<file path="src/rtl/rx_fifo_param.sv">
// rtl/rx_fifo_param.sv - parametrised SSP receive FIFO with level, overrun and timeout status
//
// Buffers words from the SSP receive deserialiser and presents the oldest one
// on PRDATA (show-ahead) to the processor read port.
//
// Optional feature macro: RX_TIMEOUT_EN (adds the receive-timeout counter; the
// port list is the same whether or not it is defined).
//
// Ports:
//   PCLK        in   clock, all state updates on the rising edge
//   CLEAR       in   synchronous active-high reset
//   PSEL        in   processor select
//   PWRITE      in   1 = write, 0 = read; each PSEL & ~PWRITE cycle is one pop
//   RxData      in   word from the SSP receive logic
//   NextWord    in   push strobe, one word per high cycle
//   PRDATA      out  oldest word, 0 when empty
//   SSPRXINTR   out  level interrupt, RXCOUNT >= RX_THRESH
//   SSPRXTOINTR out  receive-timeout interrupt (0 without RX_TIMEOUT_EN)
//   SSPRXOVR    out  sticky overrun flag, cleared only by CLEAR
//   RXCOUNT     out  number of entries held
//   RXEMPTY     out  RXCOUNT == 0
//   RXFULL      out  RXCOUNT == DEPTH

module rx_fifo_param #(
    parameter int DATA_WIDTH  = 8,
    parameter int DEPTH       = 4,
    parameter int RX_THRESH   = 4,
    parameter int TIMEOUT_CYC = 32
) (
    input  logic                         PCLK,
    input  logic                         CLEAR,
    input  logic                         PSEL,
    input  logic                         PWRITE,
    input  logic [DATA_WIDTH-1:0]        RxData,
    input  logic                         NextWord,
    output logic [DATA_WIDTH-1:0]        PRDATA,
    output logic                         SSPRXINTR,
    output logic                         SSPRXTOINTR,
    output logic                         SSPRXOVR,
    output logic [$clog2(DEPTH+1)-1:0]   RXCOUNT,
    output logic                         RXEMPTY,
    output logic                         RXFULL
);

    localparam int CW = $clog2(DEPTH + 1);
    localparam int AW = (DEPTH > 1) ? $clog2(DEPTH) : 1;

    localparam logic [CW-1:0] DEPTH_C  = CW'(DEPTH);
    localparam logic [CW-1:0] THRESH_C = CW'(RX_THRESH);

    logic [DATA_WIDTH-1:0] mem [DEPTH];
    logic [AW-1:0]         wr_ptr;
    logic [AW-1:0]         rd_ptr;
    logic [CW-1:0]         count;
    logic                  ovr;

    logic pop_req;
    logic pop_ok;
    logic push_ok;

    assign RXCOUNT   = count;
    assign RXEMPTY   = (count == '0);
    assign RXFULL    = (count == DEPTH_C);
    assign SSPRXINTR = (count >= THRESH_C);
    assign SSPRXOVR  = ovr;

    // A full FIFO still accepts a push when the same cycle pops, since a slot
    // frees up at the same edge; only push-while-full-without-pop is an overrun.
    assign pop_req = PSEL & ~PWRITE;
    assign pop_ok  = pop_req & ~RXEMPTY;
    assign push_ok = NextWord & (~RXFULL | pop_ok);

    assign PRDATA = RXEMPTY ? '0 : mem[rd_ptr];

    // Storage is deliberately not reset; PRDATA is gated by RXEMPTY instead.
    always_ff @(posedge PCLK) begin
        if (!CLEAR && push_ok) begin
            mem[wr_ptr] <= RxData;
        end
    end

    // DEPTH is a power of two, so the pointers wrap naturally.
    always_ff @(posedge PCLK) begin
        if (CLEAR) begin
            wr_ptr <= '0;
            rd_ptr <= '0;
            count  <= '0;
            ovr    <= 1'b0;
        end else begin
            if (push_ok) begin
                wr_ptr <= wr_ptr + AW'(1);
            end
            if (pop_ok) begin
                rd_ptr <= rd_ptr + AW'(1);
            end
            case ({push_ok, pop_ok})
                2'b10:   count <= count + CW'(1);
                2'b01:   count <= count - CW'(1);
                default: count <= count;
            endcase
            if (NextWord && RXFULL && !pop_req) begin
                ovr <= 1'b1;
            end
        end
    end

`ifdef RX_TIMEOUT_EN
    localparam int TW = $clog2(TIMEOUT_CYC + 1);
    localparam logic [TW-1:0] TMO_MAX = TW'(TIMEOUT_CYC);

    logic [TW-1:0] tmo_cnt;

    // Counts idle cycles while data sits unread; any FIFO activity or an
    // empty FIFO restarts it, and it saturates so the interrupt stays up.
    always_ff @(posedge PCLK) begin
        if (CLEAR) begin
            tmo_cnt <= '0;
        end else if (push_ok || pop_ok || RXEMPTY) begin
            tmo_cnt <= '0;
        end else if (tmo_cnt != TMO_MAX) begin
            tmo_cnt <= tmo_cnt + TW'(1);
        end
    end

    // Suppressed while the level interrupt is up; that one already demands service.
    assign SSPRXTOINTR = (tmo_cnt == TMO_MAX) & ~RXEMPTY & ~SSPRXINTR;
`else
    logic unused_tmo_cfg;
    assign unused_tmo_cfg = (TIMEOUT_CYC > 0);
    assign SSPRXTOINTR    = 1'b0;
`endif

endmodule
</file>
<file path="config.mk">
export PLATFORM = sky130hd
export DESIGN_NAME = rx_fifo_param
export DESIGN_NICKNAME = d
export VERILOG_FILES = /design/src/rtl/rx_fifo_param.sv
export SDC_FILE = /design/constraint.sdc
export NUM_CORES = 1
export LEC_CHECK = 0
export ABC_AREA = 1
export CORE_MARGIN = 10
export CORE_UTILIZATION = 35
export DETAILED_ROUTE_END_ITERATION = 12
export PLACE_DENSITY = 0.67
export SYNTH_ARGS = -nofsm -noshare
export SYNTH_HDL_FRONTEND = slang
export SYNTH_SLANG_ARGS = --single-unit
export TNS_END_PERCENT = 100
</file>
<file path="constraint.sdc">
create_clock -name PCLK -period 4.1 [get_ports PCLK]
set_input_delay 0.82 -clock PCLK [delete_from_list [all_inputs] [get_ports PCLK]]
set_output_delay 0.82 -clock PCLK [all_outputs]
set_load 0.05 [all_outputs]
</file>
---- After elaboration in Yosys (flattened, before gate mapping) ----
Memory sizes are Yosys's and may differ from the RTL's. A register that Yosys moved wholly into a read port is not among the register bits.
Cells that the tools add are included.
operators by class
  add/subtract/negate cells ............... 4
  multipliers ............................. 0
  div/mod/pow operators ................... 0
  magnitude comparators ................... 1
  equality and inequality tests ........... 3
  shifts and indexed selects .............. 0
  muxes and demuxes ....................... 6
  bitwise logic cells ..................... 7
  reduce and logical (&&, ||, !) cells .... 7
operators by type and width
  kind                 count
  $mux 8               1
  $pmux 3 s2           1
  $add 2x1->2 const B  2
  $mux 2               2
  $add 3x1->3 const B  1
  $and 1x1->1          3
  $eq 3x3->1 const B   1
  $ge 3x3->1 const B   1
  $logic_and 1x1->1    3
  $logic_not 3->1      1
  $not 1->1            3
  $sub 3x1->3 const B  1
  $eq 2x1->1 const B   1
  $eq 2x2->1 const B   1
  $logic_not 1->1      2
  $mux 1               2
  $reduce_bool 2->1    1
  $or 1x1->1           1
storage, ports and cells
  register bits ........................... 8
  bits in latches ......................... 0
  bits in writable memories ............... 32
  ROM bits ................................ 0
  output and inout port bits .............. 16
  memories kept ........................... 1
memory list
  memory  words  width  read ports  clocked after Yosys merged registers in  wr ports  RTL line  RTL
  mem     4      8      1           1                                        1         51        logic [DATA_WIDTH-1:0] mem [DEPTH];

---- Depth between registers and ports, before layout ----
Gate-level depths: netlist of the first run.
  depth in word-level cells ............... 8
  gate-level depth with buffers ........... 14

---- Least setup slack after synthesis of the first run ----
Ideal clock, no wire load.
  path type ............................... reg-to-output
  start ................................... register count[2], in the netlist RXCOUNT[2]
  end ..................................... output PRDATA[0]
  arrival time ............................ 1876 ps
  setup slack ............................. 1404 ps
  stages on the path, launching flop included .. 5
  buffers on the path ..................... 0
  cell sequence ........................... dfxtp_1 inv_2 nand2_2 inv_2 a21oi_1
between the ends
  word-level cells in the longest chain between the ends .. 2
ends and longest elaborated chain
  what                    RTL line  RTL
  start, declared         54        logic [CW-1:0] count;
  start signal, assigned  97        2'b10: count <= count + CW'(1);
  start signal, assigned  98        2'b01: count <= count - CW'(1);
  start signal, assigned  99        default: count <= count;
  $logic_not 3->1         62        assign RXEMPTY = (count == '0);
  via RXEMPTY             41        output logic RXEMPTY,
  $mux 8                  73        assign PRDATA = RXEMPTY ? '0 : mem[rd_ptr];
  end, declared           36        output logic [DATA_WIDTH-1:0] PRDATA,
The timed path passes the listed nets, and every way through them passes these cells.

==> reports/results.txt, run 1 <==
status: finished, final reports clean
Worst Tran Pin Value: 0.784 ns
FF-to-FF setup slack: 2.29 ns
critical path startpoint category: flop
antenna violations before repair: 0
Cell Count, Final, Fillers Out: 276
vias post-DR: 1236
total gr overflow: 0
fmax: 302 MHz
final slew viol count: 0
first-pass GRT wire length: 5760 um
Fin Hold WS: 0.461 ns
Cells after DPL: 268
Net Sw Frac: 0.339
cell taking the most area after synthesis: edfxtp_1
clock power share: 0.261
number of iterations in the first detailed-routing pass: 4
vias in the first global route: 1197
VDD IR max: 0.240 mV
crit path DAT: 2.49 ns
hold crit path type: reg -> reg
WL/cell: 12.7 um
switching power total: 0.352 mW
Setup CP Type: reg -> out
Flop pwr share: 0.478
unrepaired setup endpoints after global routing: no
Routed Antenna Nets: 0
Setup TNS: 0 ns
synthesized area per cell: 10.6 um2
Final Total Pwr: 1.04 mW
reg2reg end: RXCOUNT[2]$_SDFFE_PP0P_
Layout Nets: 224
H-tree levels: 2
final hold violation count: 0
Synth area leaders: edfxtp_1 (51%), dfxtp_1 (11%), nor2_1 (5.6%), nor2_2 (4.4%), a21oi_1 (4.3%)
Critical Path RT: 3.28 ns
Die W: 93.1 um
leakage: 0.828 nW
TritonCTS Buffers: 5
synth warn: 0
dpl cell area: 2160 um2
critical path capture point type: output pin
Die ar.: 8660 um2
initial core utilization: 0.363
share of cells above drive strength 1: 0.141
Finished Cell Area: 2260 um2
DR vias/cell: 4.48
Final Skew: 0.00623 ns
Core ar.: 5140 um2
Initial DRC Count: 84
clock sink count: 42
Seq/Total Area, Yosys: 0.622
#FFs+latches synth: 42
Mapped Cells: 177
IO Port Bufs: 27
clock root buffer: clkbuf_8
I/O pin cnt: 29
top-area cell type share of the netlist area: 0.514
worst skew pair latency: 0.29 ns
Resized Gates After CTS: 0
# rows: 26
CTS tree: done
# Post-CTS Setup Buffers: 0
most frequent cells in the layout: edfxtp_1 (32), nor2_1 (28), clkdlybuf4s50_1 (27)
DRC viols: 0
final setup violation count: 0
Slew headroom: 0.476
Int Pwr: 0.686 mW
reg-to-reg startpoint: RXCOUNT[0]$_SDFFE_PP0P_
Layout area overhead: 20.9%
Reg clk slew, reported paths: 0.08 ns
Longest Clk Path Bufs: 2
final WL: 3520 um
min cycle time layout: 3.31 ns
Combinational Power Share: 0.262
Reg2Reg Depth: 12
Post-Synthesis Cell Area: 1870 um2
dpl ws: 1.09 ns
largest net degree at the start of global routing: 18
commonest non-fill, non-tap cell in the layout: edfxtp_1
syn_nets: 196
die height: 93.1 um
Final Core Density: 0.439
total track usage: 0.0850
max-cap viol count: 0
PD cells: 459 nW/um2
CP max FO: 17
final RePlAce weighted congestion: 0.755
Worst Setup EP: PRDATA[3]
library cells used by synthesis: 21
post-DP HPWL: 2510 um
worst setup margin: 0.794 ns
hold buffers post-CTS: 0
diode count: 0
fin crit share: 0.806
kinds of logic (layout without fill, tap and decap cells):
group / count (synthesis) / in the layout / synth area share
AND/OR/NAND/NOR: 65 / 65 / 0.162
flip-flops: 42 / 42 / 0.622
AO/OA/AOI/OAI: 34 / 34 / 0.0911
buffers and inverters: 29 / 58 / 0.0790
adder cells (fa/ha/maj): 6 / 6 / 0.0442
other: 1 / 1 / 0.00201
worst max-delay path: stages (launching register included):
cell	delay, ns
dfxtp_1	0.82
inv_2	0.30
o21ai_0	0.25
a21oi_1	0.11
clkdlybuf4s50_1	0.71
layout make-up:
type | count | area [um2]
Fill cell | 514 | 2880
Clock buffer | 5 | 68.8
Inverter | 23 | 86.3
Tap cell | 70 | 87.6
Timing Repair Buffer | 27 | 270
Multi-Input combinational cell | 106 | 559
Clock inverter | 3 | 25.0
Sequential cell | 42 | 1160
worst min-delay path by stage:
stage | from | endpoint | cells after the start
floorplan | rd_ptr[1]$_SDFFE_PP0P_ | flop | 2
global placement | SSPRXOVR$_SDFFE_PP0P_ | SSPRXOVR$_SDFFE_PP0P_ | 2
detailed placement | SSPRXOVR$_SDFFE_PP0P_ | SSPRXOVR$_SDFFE_PP0P_ | 2
CTS | SSPRXOVR$_SDFFE_PP0P_ | SSPRXOVR$_SDFFE_PP0P_ | 2
global route | SSPRXOVR$_SDFFE_PP0P_ | SSPRXOVR$_SDFFE_PP0P_ | 2
finish | SSPRXOVR$_SDFFE_PP0P_ | SSPRXOVR$_SDFFE_PP0P_ | 2
synth_stat cells, drive strengths merged:
| library cell | number |
|---|---|
| nor2 | 41 |
| edfxtp | 32 |
| inv | 23 |
| o21ai | 18 |
| a21oi | 16 |
| nand2 | 15 |
| dfxtp | 10 |
| nand3 | 8 |
| buf | 5 |
| ha | 5 |
| clkbuf | 1 |
| conb | 1 |
| fa | 1 |
| nor3 | 1 |
sequential cells by signal (all words and copies together) (netlist names), named ones only:
name,cells
wr_ptr,2
RXCOUNT,3
SSPRXOVR,1
rd_ptr,2
mem,32
power by group through the flow:
stage | Combinational [mW] | Sequential (mW) | Clock (mW)
floorplan | 0.179 | 0.515 | 0
global placement | 0.270 | 0.506 | 0
detailed placement | 0.274 | 0.506 | 0
CTS | 0.275 | 0.496 | 0.277
global route | 0.295 | 0.499 | 0.297
finish | 0.271 | 0.496 | 0.270
per-layer routing:
layer | track usage | wire, um | vias to the layer above
li1 | - | - | 635
met1 | 0.0997 | 1570 | 571
met2 | 0.137 | 1690 | 25
met3 | 0.0344 | 203 | 5
met4 | 0.0308 | 48 | 0
met5 | 0 | 0 | -
Power figures use the tool's default switching activity.
==> inputs of run 2 (changes only) <==
Clock period 4.1 ns to 3.4 ns, I/O delays scaled along.
==> reports/results.txt, run 2 (synthesized netlist as in run 1, its figures left out) <==
max-cap viol count: 0 (unchanged)
CP max FO: 10 (was 17)
final slew viol count: 0 (unchanged)
Initial DRC Count: 119 (was 84)
antenna violations before repair: 0 (unchanged)
fin crit share: 0.875
fillers: 497 (was 514)
DRC viols: 0 (unchanged)
Reg area: 1160 um2 (unchanged)
min cycle time layout: 2.98 ns
vias post-DR: 1203 (was 1236)
Worst Tran Pin Value: 0.735 ns (was 0.784 ns)
crit path DAT: 2.30 ns (was 2.49 ns)
final setup violation count: 0 (unchanged)
worst setup margin: 0.425 ns (was 0.794 ns)
Reg clk slew, reported paths: 0.07 ns (was 0.08 ns)
reg2reg end: RXCOUNT[2]$_SDFFE_PP0P_ (unchanged)
multi-input logic area: 559 um2 (unchanged)
final WL: 3420 um (was 3520 um)
Final Core Density: 0.448 (was 0.439)
initial core utilization: 0.363 (unchanged)
Core ar.: 5140 um2 (unchanged)
reg-to-reg startpoint: RXCOUNT[0]$_SDFFE_PP0P_ (unchanged)
dpl ws: 0.705 ns (was 1.09 ns)
total track usage: 0.0835 (was 0.0850)
# rows: 26 (unchanged)
unrepaired setup endpoints after global routing: no (unchanged)
Resized Gates After CTS: 0 (unchanged)
I/O pin cnt: 29 (unchanged)
hold crit path type: reg -> reg (unchanged)
first-pass GRT wire length: 5710 um (was 5760 um)
Reg2Reg Depth: 12 (unchanged)
total gr overflow: 0 (unchanged)
Final Skew: 0.00840 ns (was 0.00623 ns)
Layout area overhead: 23.2% (was 20.9%)
leakage: 0.857 nW (was 0.828 nW)
vias in the first global route: 1205 (was 1197)
critical path capture point type: output pin (unchanged)
WL/cell: 12.2 um (was 12.7 um)
Largest Register: mem (unchanged)
Routed Antenna Nets: 0 (unchanged)
H-tree levels: 2 (unchanged)
fmax: 336 MHz
Setup CP Type: reg -> out (unchanged)
most frequent cells in the layout: edfxtp_1 (32), nor2_1 (28), clkdlybuf4s50_1 (27) (unchanged)
CTS tree: done (unchanged)
Setup TNS: 0 ns (unchanged)
Cells after DPL: 272 (was 268)
final hold violation count: 0 (unchanged)
post-DP HPWL: 2480 um (was 2510 um)
final RePlAce weighted congestion: 0.752 (was 0.755)
Longest Clk Path Bufs: 2 (unchanged)
diode count: 0 (unchanged)
Worst Setup EP: PRDATA[2] (was PRDATA[3])
Critical Path RT: 2.72 ns (was 3.28 ns)
clock root buffer: clkbuf_8 (unchanged)
share of cells above drive strength 1: 0.148 (was 0.141)
TritonCTS Buffers: 5 (unchanged)
flip-flop count of the largest register after layout: 32 (unchanged)
Die ar.: 8660 um2 (unchanged)
commonest non-fill, non-tap cell in the layout: edfxtp_1 (unchanged)
VDD IR max: 0.304 mV (was 0.240 mV)
Layout Nets: 228 (was 224)
Slew headroom: 0.508 (was 0.476)
Final Total Pwr: 1.30 mW (was 1.04 mW)
die height: 93.1 um (unchanged)
worst skew pair latency: 0.29 ns (about the same)
Cell Count, Final, Fillers Out: 280 (was 276)
clock sink count: 42 (unchanged)
DR vias/cell: 4.30 (was 4.48)
largest net degree at the start of global routing: 17 (was 18)
number of iterations in the first detailed-routing pass: 4 (unchanged)
status: finished, final reports clean (unchanged)
hold buffers post-CTS: 0 (unchanged)
FF-to-FF setup slack: 1.59 ns (was 2.29 ns)
critical path startpoint category: flop (unchanged)
Die W: 93.1 um (unchanged)
# Post-CTS Setup Buffers: 0 (unchanged)
PD cells: 566 nW/um2 (was 459 nW/um2)
IO Port Bufs: 27 (unchanged)
## run 2: cell types whose count changed in the layout (fill, tap and decap cells not counted)
cell / before / now
buf_4: 0 / 4
bufinv_16: 0 / 1
clkbuf_1: 0 / 2
clkinv_4: 1 / 0
clkinvlp_4: 1 / 0
inv_6: 1 / 0
## run 2: worst min-delay path by stage
stage,from,end,slack (ns),depth (start not counted)
2_1_floorplan,rd_ptr[1]$_SDFFE_PP0P_,flop,0.46,2
3_3_place_gp,SSPRXOVR$_SDFFE_PP0P_,SSPRXOVR$_SDFFE_PP0P_,0.44,2
3_5_place_dp,SSPRXOVR$_SDFFE_PP0P_,SSPRXOVR$_SDFFE_PP0P_,0.45,2
4_1_cts,SSPRXOVR$_SDFFE_PP0P_,SSPRXOVR$_SDFFE_PP0P_,0.46,2
5_1_grt,SSPRXOVR$_SDFFE_PP0P_,SSPRXOVR$_SDFFE_PP0P_,0.48,2
6_report,SSPRXOVR$_SDFFE_PP0P_,SSPRXOVR$_SDFFE_PP0P_,0.46,2
## run 2: where the power goes
group / leakage, nW / internal (mW) / total [mW] / switching [mW]
registers: 0.373 / 0.575 / 0.595 / 0.0198
clock network: 0.0524 / 0.220 / 0.378 / 0.158
logic: 0.432 / 0.107 / 0.330 / 0.223
total: 0.857 / 0.901 / 1.30 / 0.401
## run 2: per-layer routing
| metal | track usage | vias up | wire (um) |
|---|---|---|---|
| li1 | - | 642 | - |
| met1 | 0.101 | 541 | 1590 |
| met2 | 0.131 | 18 | 1670 |
| met3 | 0.0344 | 2 | 146 |
| met4 | 0.0308 | 0 | 17 |
| met5 | 0 | - | 0 |
## run 2: through the flow
| step | hold slack [ns] | area (um2) |
|---|---|---|
| 2_1_floorplan | 0.459 | 1870 |
| 3_3_place_gp | 0.439 | 2190 |
| 3_5_place_dp | 0.446 | 2190 |
| 4_1_cts | 0.460 | 2300 |
| 5_1_grt | 0.485 | 2300 |
| 6_report | 0.458 | 2300 |
## run 2: critical path: stages, from the launching register on
cell and delay [ns]:
dfxtp_1 0.57, buf_4 0.25, nor2_1 0.07, nor2_1 0.08
o21ai_0 0.08, a21oi_1 0.15, clkdlybuf4s50_1 0.82
## run 2: final cells by class
cell class,instances,share of cell area
Clock buffer,7,0.0332
Clock inverter,1,0.0131
Inverter,23,0.0375
Multi-Input combinational cell,106,0.243
Sequential cell,42,0.505
Tap cell,70,0.0381
Timing Repair Buffer,31,0.131
